<file path="config.mk">
export PLATFORM = sky130hd
export DESIGN_NAME = ascon_ctrl_fsm
export DESIGN_NICKNAME = d
export VERILOG_FILES = /design/src/rtl/ascon_ctrl_fsm_pkg.sv /design/src/rtl/ascon_ctrl_fsm_round_counter.sv /design/src/rtl/ascon_ctrl_fsm.sv
export SDC_FILE = /design/constraint.sdc
export NUM_CORES = 1
export LEC_CHECK = 0
export ABC_AREA = 1
export ABC_CLOCK_PERIOD_IN_PS = 4200
export CORE_ASPECT_RATIO = 1.4
export CORE_MARGIN = 3
export CORE_UTILIZATION = 53
export DETAILED_ROUTE_END_ITERATION = 16
export GPL_ROUTABILITY_DRIVEN = 0
export PLACE_DENSITY = 0.82
export SYNTH_ARGS = -nofsm -noshare
export SYNTH_HDL_FRONTEND = slang
export SYNTH_SLANG_ARGS = --single-unit
export TNS_END_PERCENT = 50
</file>
<file path="constraint.sdc">
create_clock -name clock_i -period 4.2 [get_ports clock_i]
set_clock_uncertainty 0.1 [all_clocks]
set_input_delay 0.42 -clock clock_i [delete_from_list [all_inputs] [get_ports clock_i]]
set_output_delay 0.42 -clock clock_i [all_outputs]
set_load 0.01 [all_outputs]
</file>
<file path="src/rtl/ascon_ctrl_fsm_pkg.sv">
// Shared definitions for the ASCON-128 control FSM: state encoding, round/block defaults
// and the IV constant consumed by the datapath state mux.
package ascon_ctrl_fsm_pkg;

   typedef enum logic [3:0] {
      IDLE,
      INIT,
      WAIT_AD,
      AD,
      WAIT_PT,
      PT,
      WAIT_LAST,
      FINAL,
      DONE
   } fsm_state_t;

   localparam int NB_BLOCKS_DEF = 4;
   localparam int ROUNDS_A_DEF  = 12;
   localparam int ROUNDS_B_DEF  = 6;

   localparam logic [3:0]  LAST_ROUND = 4'd11;
   localparam logic [63:0] ASCON_IV   = 64'h80400C0600000000;

   // Permutation rounds are the only states in which the state register loads.
   function automatic logic is_round_state(input fsm_state_t s);
      return (s == INIT) || (s == AD) || (s == PT) || (s == FINAL);
   endfunction

endpackage

</file>
<file path="src/rtl/ascon_ctrl_fsm_round_counter.sv">
// Round index counter for the ASCON permutation: loadable start round, saturates at the
// last round (11) so it can never wrap into 12..15.
module ascon_round_counter
   import ascon_ctrl_fsm_pkg::*;
(
   input  logic       clock,
   input  logic       resetb,
   input  logic       load,
   input  logic [3:0] load_val,
   input  logic       en,
   output logic [3:0] count,
   output logic       last
);

   assign last = (count == LAST_ROUND);

   always_ff @(posedge clock or negedge resetb) begin
      if (!resetb) begin
         count <= '0;
      end else if (load) begin
         count <= load_val;
      end else if (en && !last) begin
         count <= count + 4'd1;
      end
   end

endmodule

</file>
<file path="src/rtl/ascon_ctrl_fsm.sv">
// ASCON-128 encryption control FSM: init pa, one AD block, NB_BLOCKS plaintext blocks, final pa.
// Optional synchronous abort input enabled by defining ASCON_CTRL_ABORT_EN.
module ascon_ctrl_fsm
   import ascon_ctrl_fsm_pkg::*;
#(
   parameter int NB_BLOCKS = NB_BLOCKS_DEF,
   parameter int ROUNDS_A  = ROUNDS_A_DEF,
   parameter int ROUNDS_B  = ROUNDS_B_DEF
)
(
   input  logic       clock_i,
   input  logic       resetb_i,
   input  logic       start_i,
   input  logic       data_valid_i,
`ifdef ASCON_CTRL_ABORT_EN
   input  logic       abort_i,
`endif
   output logic [3:0] round_o,
   output logic       sel_init_o,
   output logic       en_state_o,
   output logic       en_xor_data_o,
   output logic       en_xor_key_begin_o,
   output logic       en_xor_key_end_o,
   output logic       en_xor_lsb_end_o,
   output logic       en_cipher_o,
   output logic       en_tag_o,
   output logic       cipher_valid_o,
   output logic [3:0] block_o,
   output logic       end_o
);

   localparam logic [3:0] FIRST_A       = 4'(12 - ROUNDS_A);
   localparam logic [3:0] FIRST_B       = 4'(12 - ROUNDS_B);
   localparam logic [3:0] LAST_PT_BLOCK = 4'((NB_BLOCKS >= 2) ? (NB_BLOCKS - 2) : 0);

   fsm_state_t state;
   fsm_state_t next_state;
   logic [3:0] round_cnt;
   logic       round_last;
   logic       cnt_load;
   logic [3:0] cnt_load_val;
   logic [3:0] block_cnt;
   logic       in_rounds;
   logic       first_a;
   logic       first_b;
   logic       abort;
   logic       end_q;
   logic       cipher_valid_q;

`ifdef ASCON_CTRL_ABORT_EN
   assign abort = abort_i;
`else
   assign abort = 1'b0;
`endif

   assign in_rounds = is_round_state(state);
   assign first_a   = (round_cnt == FIRST_A);
   assign first_b   = (round_cnt == FIRST_B);

   ascon_round_counter u_round_counter (
      .clock    (clock_i),
      .resetb   (resetb_i),
      .load     (cnt_load),
      .load_val (cnt_load_val),
      .en       (in_rounds),
      .count    (round_cnt),
      .last     (round_last)
   );

   always_ff @(posedge clock_i or negedge resetb_i) begin
      if (!resetb_i) begin
         state          <= IDLE;
         end_q          <= 1'b0;
         cipher_valid_q <= 1'b0;
      end else begin
         state          <= next_state;
         end_q          <= (next_state == DONE);
         cipher_valid_q <= en_cipher_o && !abort;
      end
   end

   // Block index restarts with each message and advances as each full PT block finishes.
   always_ff @(posedge clock_i or negedge resetb_i) begin
      if (!resetb_i) begin
         block_cnt <= '0;
      end else if (abort) begin
         block_cnt <= '0;
      end else if (((state == IDLE) || (state == DONE)) && start_i) begin
         block_cnt <= '0;
      end else if ((state == PT) && round_last) begin
         block_cnt <= block_cnt + 4'd1;
      end
   end

   always_comb begin
      next_state         = state;
      cnt_load           = 1'b0;
      cnt_load_val       = '0;
      round_o            = in_rounds ? round_cnt : 4'd0;
      sel_init_o         = 1'b0;
      en_state_o         = in_rounds;
      en_xor_data_o      = 1'b0;
      en_xor_key_begin_o = 1'b0;
      en_xor_key_end_o   = 1'b0;
      en_xor_lsb_end_o   = 1'b0;
      en_cipher_o        = 1'b0;
      en_tag_o           = 1'b0;

      unique case (state)
         IDLE, DONE: begin
            if (start_i) begin
               next_state   = INIT;
               cnt_load     = 1'b1;
               cnt_load_val = FIRST_A;
            end
         end
         INIT: begin
            sel_init_o       = first_a;
            en_xor_key_end_o = round_last;
            if (round_last) next_state = WAIT_AD;
         end
         WAIT_AD: begin
            if (data_valid_i) begin
               next_state   = AD;
               cnt_load     = 1'b1;
               cnt_load_val = FIRST_B;
            end
         end
         AD: begin
            en_xor_data_o    = first_b;
            en_xor_lsb_end_o = round_last;
            if (round_last) next_state = (NB_BLOCKS == 1) ? WAIT_LAST : WAIT_PT;
         end
         WAIT_PT: begin
            if (data_valid_i) begin
               next_state   = PT;
               cnt_load     = 1'b1;
               cnt_load_val = FIRST_B;
            end
         end
         PT: begin
            en_xor_data_o = first_b;
            en_cipher_o   = first_b;
            if (round_last) next_state = (block_cnt == LAST_PT_BLOCK) ? WAIT_LAST : WAIT_PT;
         end
         WAIT_LAST: begin
            if (data_valid_i) begin
               next_state   = FINAL;
               cnt_load     = 1'b1;
               cnt_load_val = FIRST_A;
            end
         end
         FINAL: begin
            en_xor_data_o      = first_a;
            en_cipher_o        = first_a;
            en_xor_key_begin_o = first_a;
            en_xor_key_end_o   = round_last;
            en_tag_o           = round_last;
            if (round_last) next_state = DONE;
         end
         default: begin
            next_state = IDLE;
         end
      endcase

      // Abort takes effect on the next edge exactly like reset, clearing the round counter too.
      if (abort) begin
         next_state   = IDLE;
         cnt_load     = 1'b1;
         cnt_load_val = '0;
      end
   end

   assign block_o        = block_cnt;
   assign end_o          = end_q;
   assign cipher_valid_o = cipher_valid_q;

endmodule

</file>
==> results.md <==
* Dpl hpwl at 1.65 mm
* Final Cell Area at 1220 µm²
* Worst Max-Slew Pin Slew at 0.656 ns
* Slew headroom at 56.1%
* Pwr/cell area at 519 nW/µm²
* Post-CTS Hold Buffers at 0
* Final net count at 154
* Slowest CP cell: clkdlybuf4s50_1
* Global-route wire length before repair at 3.76 mm
* Status: finished, final reports clean
* CP max stage delay at 0.58 ns
* Placed Instances at 159
* Synthesized area per cell at 7.94 µm²
* DR pass1 iterations at 4
* Via/cell ratio at 5.42
* Via count at 883
* Final worst slack at 1.52 ns
* Total power at 0.000631 W
* Period minus WS final at 2.68 ns
* Vias in the first global route at 900
* Clock root cell: clkbuf_4
* # IOs at 22
* Max IR drop VDD at 0.341 mV
* DR iter-0 viols at 11
* DIE AREA at 2380 µm²
* Post-Syn Area at 968 µm²
* Initial Util at 58.4%
* Grt ovf at 0
* Wire length per cell at 13.1 µm
* Die Y at 56.6 µm
* Post-synthesis register bit count at 14
* Post-synthesis sequential area ratio at 36.2%
* Max FO, Critical Path at 8
* Setup crit end kind: output port
* # port buffers at 21
* Max Cap Violations at 0
* Area fraction of the dominant cell type after synthesis at 36.2%
* Ant. Diodes at 0
* Post-synth cell types at 21
* Hold Crit Class: in -> async
* Crit path cell chain: nand2_1 > nor3_1 > inv_2 > nor2_2 > inv_2 > o21ai_1 > clkdlybuf4s50_1
* Area after DPL at 1180 µm²
* Startpoint Class: flop
* Die width at 42.1 µm
* CTS Buf Count at 3
* CTS H-tree lvls at 1
* Clk sinks at 14
* Worst Path Required at 3.68 ns
* Data arrival time of the critical path at 2.16 ns
* Cell mode on critical path: inv_2
* Layout cells sized above 1 at 19.4%
* Antenna violations before repair at 0
* Routed Antenna Nets at 0
* Mapped Nets at 131
* Lkg Pwr at 0.560 nW
* CP bufs+invs at 3
* Final cell count without fillers at 163
* RSZ-0062 raised after global routing: false
* Pre-CTS WS at 1.87 ns
* Core ar. at 1660 µm²
* GRT Overall Usage at 20.1%
* Worst R2R Setup Slack at 2.51 ns
* Reg clk slew, reported paths at 0.09 ns
* CTS tree: built
* Routed wire length at 2.14 mm
* CP delay by family, top: buffers and inverters
* Post-CTS Setup Bufs at 0
* Worst-skew pair later-pin latency at 0.29 ns
* Std cell rows at 17
* Fin. Hold Viols at 0
* DRC Markers at 0
* YS warnings at 0
* Cells after Synth at 122
* Setup TNS at 0 ns
* Area leader, netlist: dfrtp_1
* Maximum clock insertion buffer count at 2
* Top post-synthesis cells by area: dfrtp_1 (36%), nand3_1 (11%), nand2_1 (6.6%)
* Fin crit share at 63.8%
* F_max at 373 MHz
* Endpoints failing setup at 0
* Area added between synthesis and finish at 25.6%
* Largest net degree at the start of global routing at 15
* # resized after CTS at 0
* Setup CP Type: reg -> out
* Max Transition Viols Final at 0
[cell type report]
cell class              count  area (µm²)
fillers                   132         443
flip-flops and latches     14         350
clock buffers               4        36.3
repair buffers             21         210
multi-input cells          87         528
well taps                  19        23.8
inverters                  18        67.6
[where the power goes]
part | total, W | leakage [nW] | switching (W) | internal, W
registers | 0.000201 | 0.185 | 0.0000389 | 0.000162
logic | 0.000331 | 0.354 | 0.000188 | 0.000143
clock network | 0.0000987 | 0.0210 | 0.0000459 | 0.0000528
[worst paths after layout]
kind | end | start | depth (start not counted)
min | u_round_counter.count[1] | resetb_i | 1
max reg2reg | block_o[0] | u_round_counter.count[1] | 6
max | en_cipher_o | state[1] | 7
max in group asynchronous | u_round_counter.count[2] | resetb_i | 1
min reg2reg | u_round_counter.count[3] | u_round_counter.count[3] | 2
min in group clock_i | u_round_counter.count[3] | u_round_counter.count[3] | 2
[flip-flops by register name, indices dropped and copies added, names as in the netlist]
signal and flops:
block_o 4, state 4, u_round_counter.count 4, cipher_valid_o 1, end_o 1
[synthesized netlist by cell type]
library cell / instances
o21ai_0: 4
o21ai_1: 7
nor3_1: 1
nand2_1: 17
and2_1: 1
nand2_2: 5
a21oi_4: 1
o2bb2ai_2: 1
o211ai_1: 2
inv_2: 8
ha_1: 5
inv_1: 10
xor2_1: 4
dfrtp_1: 14
nor2_1: 8
a21oi_1: 1
nor2_4: 3
nand3_2: 3
nand3_1: 21
nor2_2: 3
buf_4: 3
[per-layer routing]
layer  GRT usage (%)  vias to the layer above  share of wire, %
met2            34.1                       25                53
li1                -                      442                 -
met4            11.1                        0               2.2
met1            24.4                      410                42
met3            2.24                        6               3.0
met5               0                        -                 0
[kinds of logic after synthesis]
logic type	count (synthesis)	synth area share, %
flops	14	36.2
compound gates	16	11.0
buf+inv	21	9.30
simple gates	62	33.5
fa+ha+maj	5	6.46
xor+xnor	4	3.62
[cell usage in the layout, fill, tap and decap left out]
master / instances
o21ai_0: 4
clkbuf_4: 3
o2bb2ai_2: 1
nor2_4: 3
nand3_1: 21
nand2_2: 5
inv_1: 10
ha_1: 5
dfrtp_1: 14
o21ai_1: 7
nand2_1: 17
nor2_2: 3
a21oi_4: 1
a21oi_1: 1
and2_1: 1
xor2_1: 4
nor3_1: 1
nor2_1: 8
clkbuf_8: 1
clkdlybuf4s50_1: 21
inv_2: 8
o211ai_1: 2
nand3_2: 3
[per-stage QoR]
stage	hold slack, ns	utilization, %
after global routing	0.473	73.3
final	0.428	73.3
after CTS	0.451	73.3
after detailed placement	0.441	71.1
after floorplan	0.0244	-
after global placement	0.431	71.1
No activity file was read; power rests on OpenSTA's default activity.
